[config.mk]
export PLATFORM = sky130hd
export DESIGN_NAME = aes_key_expand
export DESIGN_NICKNAME = d
export VERILOG_FILES = /design/src/rtl/aes_key_expand.sv
export SDC_FILE = /design/constraint.sdc
export NUM_CORES = 2
export LEC_CHECK = 0
export BUFFER_PORTS_ARGS = -buffer_cell sky130_fd_sc_hd__buf_2
export CORE_MARGIN = 2
export CORE_UTILIZATION = 45
export DETAILED_ROUTE_END_ITERATION = 7
export HOLD_SLACK_MARGIN = 0.1
export PLACE_DENSITY = 0.66
export SLEW_MARGIN = 10
export SYNTH_ARGS = -nofsm -noshare
export SYNTH_HDL_FRONTEND = slang
export SYNTH_SLANG_ARGS = --single-unit
[constraint.sdc]
create_clock -name clk -period 33.5 [get_ports clk]
set_clock_uncertainty 0.2 [all_clocks]
set_input_delay 3.35 -clock clk [delete_from_list [all_inputs] [get_ports clk]]
set_output_delay 3.35 -clock clk [all_outputs]
set_load 0.02 [all_outputs]
[src/rtl/aes_key_expand.sv]
// Iterative AES-128 key schedule that streams round keys 0..NUM_ROUNDS, one per rk handshake.
// Latency: round 0 is valid the cycle after the key handshake, then one round per accepted beat.
// Backpressure: rk_data/rk_round/rk_last hold while rk_valid && !rk_ready; key_ready is low while busy.
module aes_key_expand #(
  parameter int NUM_ROUNDS = 10
) (
  input  logic                  clk,
  input  logic                  rst_n,
  input  logic                  flush,
  input  logic                  key_valid,
  output logic                  key_ready,
  input  logic [3:0][3:0][7:0]  key_in,
  output logic                  rk_valid,
  input  logic                  rk_ready,
  output logic [3:0][3:0][7:0]  rk_data,
  output logic [3:0]            rk_round,
  output logic                  rk_last
);

  localparam logic [3:0] LAST_ROUND = 4'(NUM_ROUNDS);

  typedef enum logic {IDLE, EMIT} state_t;

  state_t state, state_nxt;
  logic [7:0] rcon;
  logic       is_last;
  logic       accept;
  logic       advance;

  logic [3:0][7:0]       rot_word;
  logic [3:0][7:0]       sub_word;
  logic [3:0][3:0][7:0]  nxt_key;

  function automatic logic [7:0] xtime(input logic [7:0] a);
    return {a[6:0], 1'b0} ^ (a[7] ? 8'h1b : 8'h00);
  endfunction

  function automatic logic [7:0] gf_mul(input logic [7:0] a, input logic [7:0] b);
    logic [7:0] p;
    logic [7:0] x;
    p = 8'h00;
    x = a;
    for (int i = 0; i < 8; i++) begin
      if (b[i]) p = p ^ x;
      x = xtime(x);
    end
    return p;
  endfunction

  // S-box as GF(2^8) inverse (a^254, so 0 maps to 0) followed by the FIPS affine map.
  function automatic logic [7:0] sbox(input logic [7:0] a);
    logic [7:0] sq;
    logic [7:0] inv;
    sq  = a;
    inv = 8'h01;
    for (int i = 1; i < 8; i++) begin
      sq  = gf_mul(sq, sq);
      inv = gf_mul(inv, sq);
    end
    return inv ^ {inv[6:0], inv[7]} ^ {inv[5:0], inv[7:6]} ^
           {inv[4:0], inv[7:5]} ^ {inv[3:0], inv[7:4]} ^ 8'h63;
  endfunction

  assign is_last = (rk_round == LAST_ROUND);
  assign accept  = key_valid && key_ready;
  assign advance = rk_valid && rk_ready && !flush;

  // FIPS word wN lives at column index 3-N; byte 0 of a word sits at index 3.
  always_comb begin
    rot_word = {rk_data[0][2], rk_data[0][1], rk_data[0][0], rk_data[0][3]};
    sub_word = '0;
    for (int b = 0; b < 4; b++) begin
      sub_word[b] = sbox(rot_word[b]);
    end
    sub_word[3] = sub_word[3] ^ rcon;
    nxt_key     = '0;
    nxt_key[3]  = rk_data[3] ^ sub_word;
    nxt_key[2]  = rk_data[2] ^ nxt_key[3];
    nxt_key[1]  = rk_data[1] ^ nxt_key[2];
    nxt_key[0]  = rk_data[0] ^ nxt_key[1];
  end

  always_ff @(posedge clk or negedge rst_n) begin
    if (!rst_n) state <= IDLE;
    else        state <= state_nxt;
  end

  always_comb begin
    state_nxt = state;
    key_ready = 1'b0;
    rk_valid  = 1'b0;
    case (state)
      IDLE: begin
        key_ready = !flush;
        if (key_valid && !flush) state_nxt = EMIT;
      end
      EMIT: begin
        rk_valid = 1'b1;
        if (rk_ready && is_last) state_nxt = IDLE;
      end
      default: state_nxt = IDLE;
    endcase
    if (flush) state_nxt = IDLE;
  end

  // Flush only drops rk_last; rk_data/rk_round are left as they were.
  always_ff @(posedge clk or negedge rst_n) begin
    if (!rst_n) begin
      rk_data  <= '0;
      rk_round <= '0;
      rk_last  <= 1'b0;
      rcon     <= 8'h01;
    end else if (flush) begin
      rk_last  <= 1'b0;
    end else if (accept) begin
      rk_data  <= key_in;
      rk_round <= '0;
      rcon     <= 8'h01;
      rk_last  <= (LAST_ROUND == 4'd0);
    end else if (advance) begin
      if (is_last) begin
        rk_last  <= 1'b0;
      end else begin
        rk_data  <= nxt_key;
        rk_round <= rk_round + 4'd1;
        rcon     <= xtime(rcon);
        rk_last  <= ((rk_round + 4'd1) == LAST_ROUND);
      end
    end
  end

endmodule
## Word-level counts from Yosys, hierarchy flattened

Index checks and enable logic that the tools add are counted.

| storage, ports and cells | value |
|---|---|
| register bits | 142 |
| bits in latches | 0 |
| bits in writable memories | 0 |
| bits in read-only memories | 0 |
| input bits | 133 |
| output and inout bits | 135 |
| logic and storage cells | 1649 |
| memories kept | 0 |

| cells by class | value |
|---|---|
| $add $sub $neg | 1 |
| multiply operators | 0 |
| divide/modulo/power cells | 0 |
| $lt $le $gt $ge | 0 |
| equality and inequality tests | 3 |
| shift-type cells | 0 |
| multiplexer cells | 832 |
| bitwise logic cells | 784 |
| reductions and logical operators | 9 |

Operators by type and width:

| cell | number |
|---|---|
| two-way mux 8 bit | 423 |
| XOR 8 bit | 381 |
| XOR 8 x 5 -> 8 bit | 365 |
| two-way mux 5 bit | 369 |
| two-way mux 128 bit | 3 |
| XOR 32 bit | 4 |
| two-way mux 4 bit | 7 |
| two-way mux 7 bit | 4 |
| NOT 1 bit (first input constant) | 28 |
| two-way mux 6 bit | 4 |
| NOT 4 bit | 4 |
| two-way mux 1 bit | 13 |
| two-way mux 3 bit | 4 |
| == test 4 bit (second input constant) | 2 |
| two-way mux 2 bit | 4 |
| logical AND 1 bit | 5 |
| adder 4 x 1 -> 4 bit (second input constant) | 1 |
| AND reduction 3 bit | 1 |
| nonzero test 3 bit | 1 |
| inequality test 2 x 1 -> 1 bit (second input constant) | 1 |
| NOT 1 bit | 2 |
| case mux 1 bit (2 select lines) | 1 |
| nonzero test 2 bit | 1 |
| zero test 1 bit | 1 |

## Logic depth before layout (Yosys ltp)

| depth | value |
|---|---|
| depth in word-level cells | 140 |
| gate-level depth with buffers | 69 |
| mapped depth without buffers | 58 |

## Worst setup path after synthesis

OpenSTA, ideal clock, no wires.

| timing | value |
|---|---|
| path kind | register to register |
| start point | register rk_data[23] (netlist name) |
| end point | register rk_data[56] (netlist name) |
| setup time | 0.121 ns |
| data arrival time | 15.339 ns |
| required time | 33.179 ns |
| slack | 17.840 ns |
| stages on the path, launching flop included | 65 |
| period minus slack after synthesis | 15.660 ns |
| cells stage by stage | dfrtp_1 ha_1 buf_4 nand2_1 xnor2_2 inv_1 clkbuf_1 clkbuf_1 ha_1 inv_1 nor2_1 xnor2_2 xnor2_1 buf_2 inv_2 buf_4 clkbuf_1 ha_1 [... 29 more ...] nor2_1 xnor2_1 a22o_1 xnor3_1 xnor2_1 xnor2_2 xnor2_4 nor2_1 xnor2_1 xnor3_1 xnor2_1 xor2_2 xnor2_4 xnor3_2 xor2_2 xnor2_1 a211o_1 a22o_1 |

| on the way | value |
|---|---|
| cells in the longest elaborated chain, start to end | 136 |
| elaborated cells between the ends (all ways) | 393 |
| those cells by class | mux (202); bitwise (191) |

Ends and longest elaborated chain:

| element | line | RTL |
|---|---|---|
| from (decl) | 15 | `output logic [3:0][3:0][7:0] rk_data,` |
| from (signal assigned) | 116 | `rk_data <= key_in;` |
| from (signal assigned) | 124 | `rk_data <= nxt_key;` |
| two-way mux 5 bit / two-way mux 8 bit (equally long branches) | 35, 44 |  |
| XOR 8 x 5 -> 8 bit / XOR 8 bit (equally long branches) | 35, 44 |  |
| XOR 8 bit / two-way mux 8 bit (equally long branches) | 44 | `if (b[i]) p = p ^ x;` |
| two-way mux 8 bit / XOR 8 bit (equally long branches) | 44 |  |
| XOR 8 bit / two-way mux 8 bit (equally long branches) | 44 |  |
| two-way mux 8 bit / XOR 8 bit (equally long branches) | 44 |  |
| XOR 8 bit / two-way mux 8 bit (equally long branches) | 44 |  |
| two-way mux 8 bit / XOR 8 bit (equally long branches) | 44 |  |
| [... 120 more ...] | n/a |  |
| NOT 4 bit (no line) * | n/a |  |
| XOR 8 bit * | 75 | `sub_word[3] = sub_word[3] ^ rcon;` |
| XOR 32 bit * | 77 | `nxt_key[3] = rk_data[3] ^ sub_word;` |
| XOR 32 bit * | 78 | `nxt_key[2] = rk_data[2] ^ nxt_key[3];` |
| XOR 32 bit * | 79 | `nxt_key[1] = rk_data[1] ^ nxt_key[2];` |
| two-way mux 128 bit * | 121 | `if (is_last) begin` |
| two-way mux 128 bit * | 120 | `end else if (advance) begin` |
| two-way mux 128 bit * | 115 | `end else if (accept) begin` |

Mark *: on every way between the ends. The rest lies on a longest branch, timed or not. The select of a mux whose other input is x is not followed.
A chain may end at the register's enable or synchronous reset.

## Final worst setup path

| timing | value |
|---|---|
| start point | register rk_data[31] (netlist name) |
| end point | register rk_data[3] (netlist name) |

| on the way | value |
|---|---|
| cells in the longest elaborated chain, start to end | 135 |
| elaborated cells between the ends (all ways) | 392 |
| those cells by class | mux (202); bitwise (190) |

Ends and longest elaborated chain:

| element | line | RTL |
|---|---|---|
| two-way mux 5 bit / two-way mux 8 bit (equally long branches) | 35, 44 |  |
| XOR 8 x 5 -> 8 bit / XOR 8 bit (equally long branches) | 35, 44 |  |
| XOR 8 bit / two-way mux 8 bit (equally long branches) | 44 |  |
| two-way mux 8 bit / XOR 8 bit (equally long branches) | 44 |  |
| XOR 8 bit / two-way mux 8 bit (equally long branches) | 44 |  |
| two-way mux 8 bit / XOR 8 bit (equally long branches) | 44 |  |
| XOR 8 bit / two-way mux 8 bit (equally long branches) | 44 |  |
| two-way mux 8 bit / XOR 8 bit (equally long branches) | 44 |  |
| [... 119 more ...] | n/a |  |
| XOR 8 bit * | 61 | `{inv[4:0], inv[7:5]} ^ {inv[3:0], inv[7:4]} ^ 8'h63;` |
| XOR 32 bit * | 77 |  |
| XOR 32 bit * | 78 |  |
| XOR 32 bit * | 79 |  |
| XOR 32 bit * | 80 | `nxt_key[0] = rk_data[0] ^ nxt_key[1];` |
| two-way mux 128 bit * | 121 |  |
| two-way mux 128 bit * | 120 |  |
| two-way mux 128 bit * | 115 |  |

Marks and branches as above.

==> metrics.sh <==
MAXCAPVIOLATIONS=0
WORST_PIN_SLEW_NS=1.255
FINAL.PERIOD_UTILIZATION_PCT=61.80
FINAL_CELL_MIX='xnor2_1, nor2_1, nand2_1'
PLACEMENT_ROWS=138
SYN_TO_FINAL_GROWTH_PCT=6.647
WL_MM=221.6
MAXIMUM_NUMBER_OF_PINS_ON_ONE_NET_BEFORE_GLOBAL_ROUTE_REPAIR=86
WORSTREG2REGSTART='rk_data[31]'
FIN_CRIT_NS=20.70
STATUS='finished, final reports clean'
GRT_PASS1_WL_MM=345.1
TIMING.FINAL.MAX_SLEW_VIOLATIONS=0
CORE_AREA_MM2=0.1416
CLK_PIN_SLEW_NS=0.12
CELL_SEEN_MOST_OFTEN_AMONG_CRITICAL_PATH_STAGES='xnor2_1'
POSTPLACECELLAREA_MM2=0.06788
DRIVE_GT1_SHARE_PCT=10.06
DRT_DRC_VIOLATIONS_LEFT=0
MIN_DELAY_PATH_DEPTH=1
TIMING.FINAL.SETUP_VIOLATIONS=0
FINALSETUPTNS_NS=0
CRITICAL_PATH_CLASS='flop to flop'
DIE_H_UM=381.8
PIN_COUNT=268
POSTSYNTHNETCOUNT=8857
HOLD_PATH_END='state'
FILLERS=14028
CP.ARRIVAL_NS=20.84
FINAL_AREA_MM2=0.06850
CRIT_PATH_CAPTURE_TYPE='flop'
AREA_OCCUPIED_BY_MULTI_INPUT_GATES_MM2=0.05819
WORST_HOLD_PATH_TYPE='flop to flop'
YS_SEQ_AREA_SHARE_PCT=5.534
YS_ASYNC_SR_FRACTION_PCT=100.0
CTS_MADE_BUFFERS=17
DETAILEDROUTE.FIRSTITERATIONVIOLATIONS=7069
FINAL_NETS=8822
CTS_SINKS=142
CRIT_PATH_START_KIND='flop'
SYNTH.DISTINCT_CELLS=115
WL_PER_CELL_UM=20.96
CP.REQUIRED_NS=33.64
DP_HPWL_MM=164.0
FIRST_GLOBAL_VIAS=58839
FLOORPLAN.DIE.WIDTH_UM=381.8
VIASPERCELL=6.066
DESIGN.DIE.AREA_MM2=0.1458
CTS_TREE='built'
TIMING.RR.END='rk_data[3]'
PLACE.GP.CONGESTION=0.9833
MAX-SLEW-MARGIN-REL_PCT=15.75
YOSYSWARNINGS=0
DETAIL-ROUTE-ANTENNA-NETS=0
WORST-R2R-SETUP-SLACK_NS=12.80
CTS-HOLD-FIX-BUFFERS=0
POST_CTS_RESIZE_COUNT=0
POSTSYNTHREGISTERBITS=142
GRT_SETUP_UNREPAIRED='false'
HP-START='state'
GRT-OVFL-TOTAL=0
SEQUENTIAL_CELL_AREA_MM2=0.003555
CTS_ROOT_CELL='clkbuf_16'
NUMBER_OF_FLOPS_MAPPED_TO_ENABLE_CELLS_BY_YOSYS=0
SYNTH.CELL_AREA_MM2=0.06423
HTREE_LEVELS=4
FINAL_COMMON_CELL='xnor2_1'
WORST_PATH_MAX_DELAY_CELL='ha_1'
CTS.PATH.MAX_BUFFERS=2
ANTENNA_FOUND_INITIAL=13
FMAX_MHz=48.30
SYN-MEAN-INSTANCE-AREA_UM2=7.381
FLOORPLAN.INITIALDENSITY_PCT=45.36
SYNTHFLOPTYPE='dfrtp_1'
CPPEAKSTAGEDELAY_NS=0.97
CRIT_PATH_MAX_FANOUT=25
NETLIST_INSTANCES=8702
HOLD_VIOLATIONS=0
NUMBER_OF_CELLS_ON_THE_WORST_REG_TO_REG_PATH=51
GROUTE.USAGE.OVERALL_PCT=29.07
DR.PASS1.ITERS=7
DR_TOTAL_VIAS=64147
POST-CTS-SETUP-BUFFERS=0
PORTBUFFERS=267
CLOCK_INSERTION_DELAY_WORST_SKEW_NS=0.54
[through the flow]
step | worst slack (ns) | hold WS (ns) | cells | utilization, %
after global placement | 13.51 | 0.2992 | 10538 | 47.94
after detailed placement | 13.23 | 0.3298 | 10538 | 47.94
after global routing | 11.74 | 0.3721 | 10572 | 48.37
after CTS | 13.21 | 0.3428 | 10570 | 48.36
after floorplan | 17.84 | 0.2803 | 8702 | -
final | 12.80 | 0.3449 | 10575 | 48.38
[cell type report]
| type | instances | area share (%) |
|---|---|---|
| clock inverters | 15 | 0.2521 |
| well taps | 1890 | 3.452 |
| inverters | 108 | 0.5918 |
| repair buffers | 537 | 4.923 |
| flip-flops and latches | 142 | 5.190 |
| diodes | 5 | 0.01827 |
| multi-input cells | 7861 | 84.95 |
| clock buffers | 17 | 0.6211 |
[worst max path at each step]
stage	start	endpoint	slack, ns	cells after the start
6_report	rk_data[31]	rk_data[3]	12.80	51
5_1_grt	rk_data[31]	rk_data[3]	11.74	51
4_1_cts	rk_data[31]	rk_data[3]	13.21	51
3_5_place_dp	rk_data[31]	rk_data[3]	13.23	51
3_3_place_gp	rk_data[31]	rk_data[3]	13.51	51
2_1_floorplan	rk_data[23]	rk_data[56]	17.84	64
[synth_stat cells, drive strengths merged, types with 19 or more instances]
master,number,share of area [%]
xnor2,1818,26
nor2,1189,7.0
nand2,977,5.7
xor2,509,7.4
a21oi,505,4.0
o21ai,480,3.7
clkbuf,385,2.3
xnor3,318,11
nor3,228,1.8
buf,206,1.6
mux2i,203,3.2
nand3,192,1.5
dfrtp,141,5.5
o22ai,108,1.1
inv,99,0.58
a22oi,96,1.1
a211oi,88,1.0
a31oi,77,0.75
nand2b,71,0.69
o211ai,66,0.78
nor2b,62,0.60
and2,61,0.60
and3,41,0.40
xor3,41,1.5
or3,39,0.38
a221o,38,0.59
mux2,38,0.67
a221oi,35,0.53
o211a,33,0.51
nand4,32,0.31
nor4,32,0.33
o221ai,32,0.44
o21a,30,0.35
a21o,26,0.30
or2,26,0.25
a32oi,23,0.34
o31ai,23,0.27
a211o,22,0.30
ha,22,0.43
a311oi,20,0.27
o32ai,20,0.27
o2111ai,19,0.26
[cell families (layout without fill, tap and decap cells)]
kind of cell / Yosys count / count (layout) / synth area share [%]
simple gates: 3003 / 3003 / 20.21
flops: 142 / 142 / 5.534
xor+xnor: 2686 / 2686 / 46.08
mux: 242 / 242 / 3.871
other cells: 0 / 5 / 0
fa+ha+maj: 26 / 26 / 0.4909
buf+inv: 699 / 677 / 4.523
compound gates: 1904 / 1904 / 19.29
[critical path, delay by kind of cell (launching register included)]
family / cells / cell delay (ns)
muxes: 2 / 0.53
DFF: 1 / 0.88
buffers and inverters: 3 / 1.36
xor gates and xnor gates: 35 / 13.98
adders and majority gates: 2 / 1.26
AOI/OAI and AO/OA: 5 / 1.67
and+or+nand+nor: 4 / 0.61
[state kept, by name (all words and copies together), names as in the netlist]
name,count
state,1
rcon,8
rk_data,128
rk_round,4
rk_last,1
[layer usage]
layer / up-vias / GRT usage, % / routed length, um
li1: 29977 / - / -
met1: 30766 / 42.07 / 98140
met2: 3091 / 44.79 / 97240
met3: 303 / 4.615 / 21450
met4: 10 / 7.065 / 4717
met5: - / 0 / 67
Power is left out: the tool's default activity adds up to more than one toggle a clock period on the data nets, which glitch-free logic cannot reach.
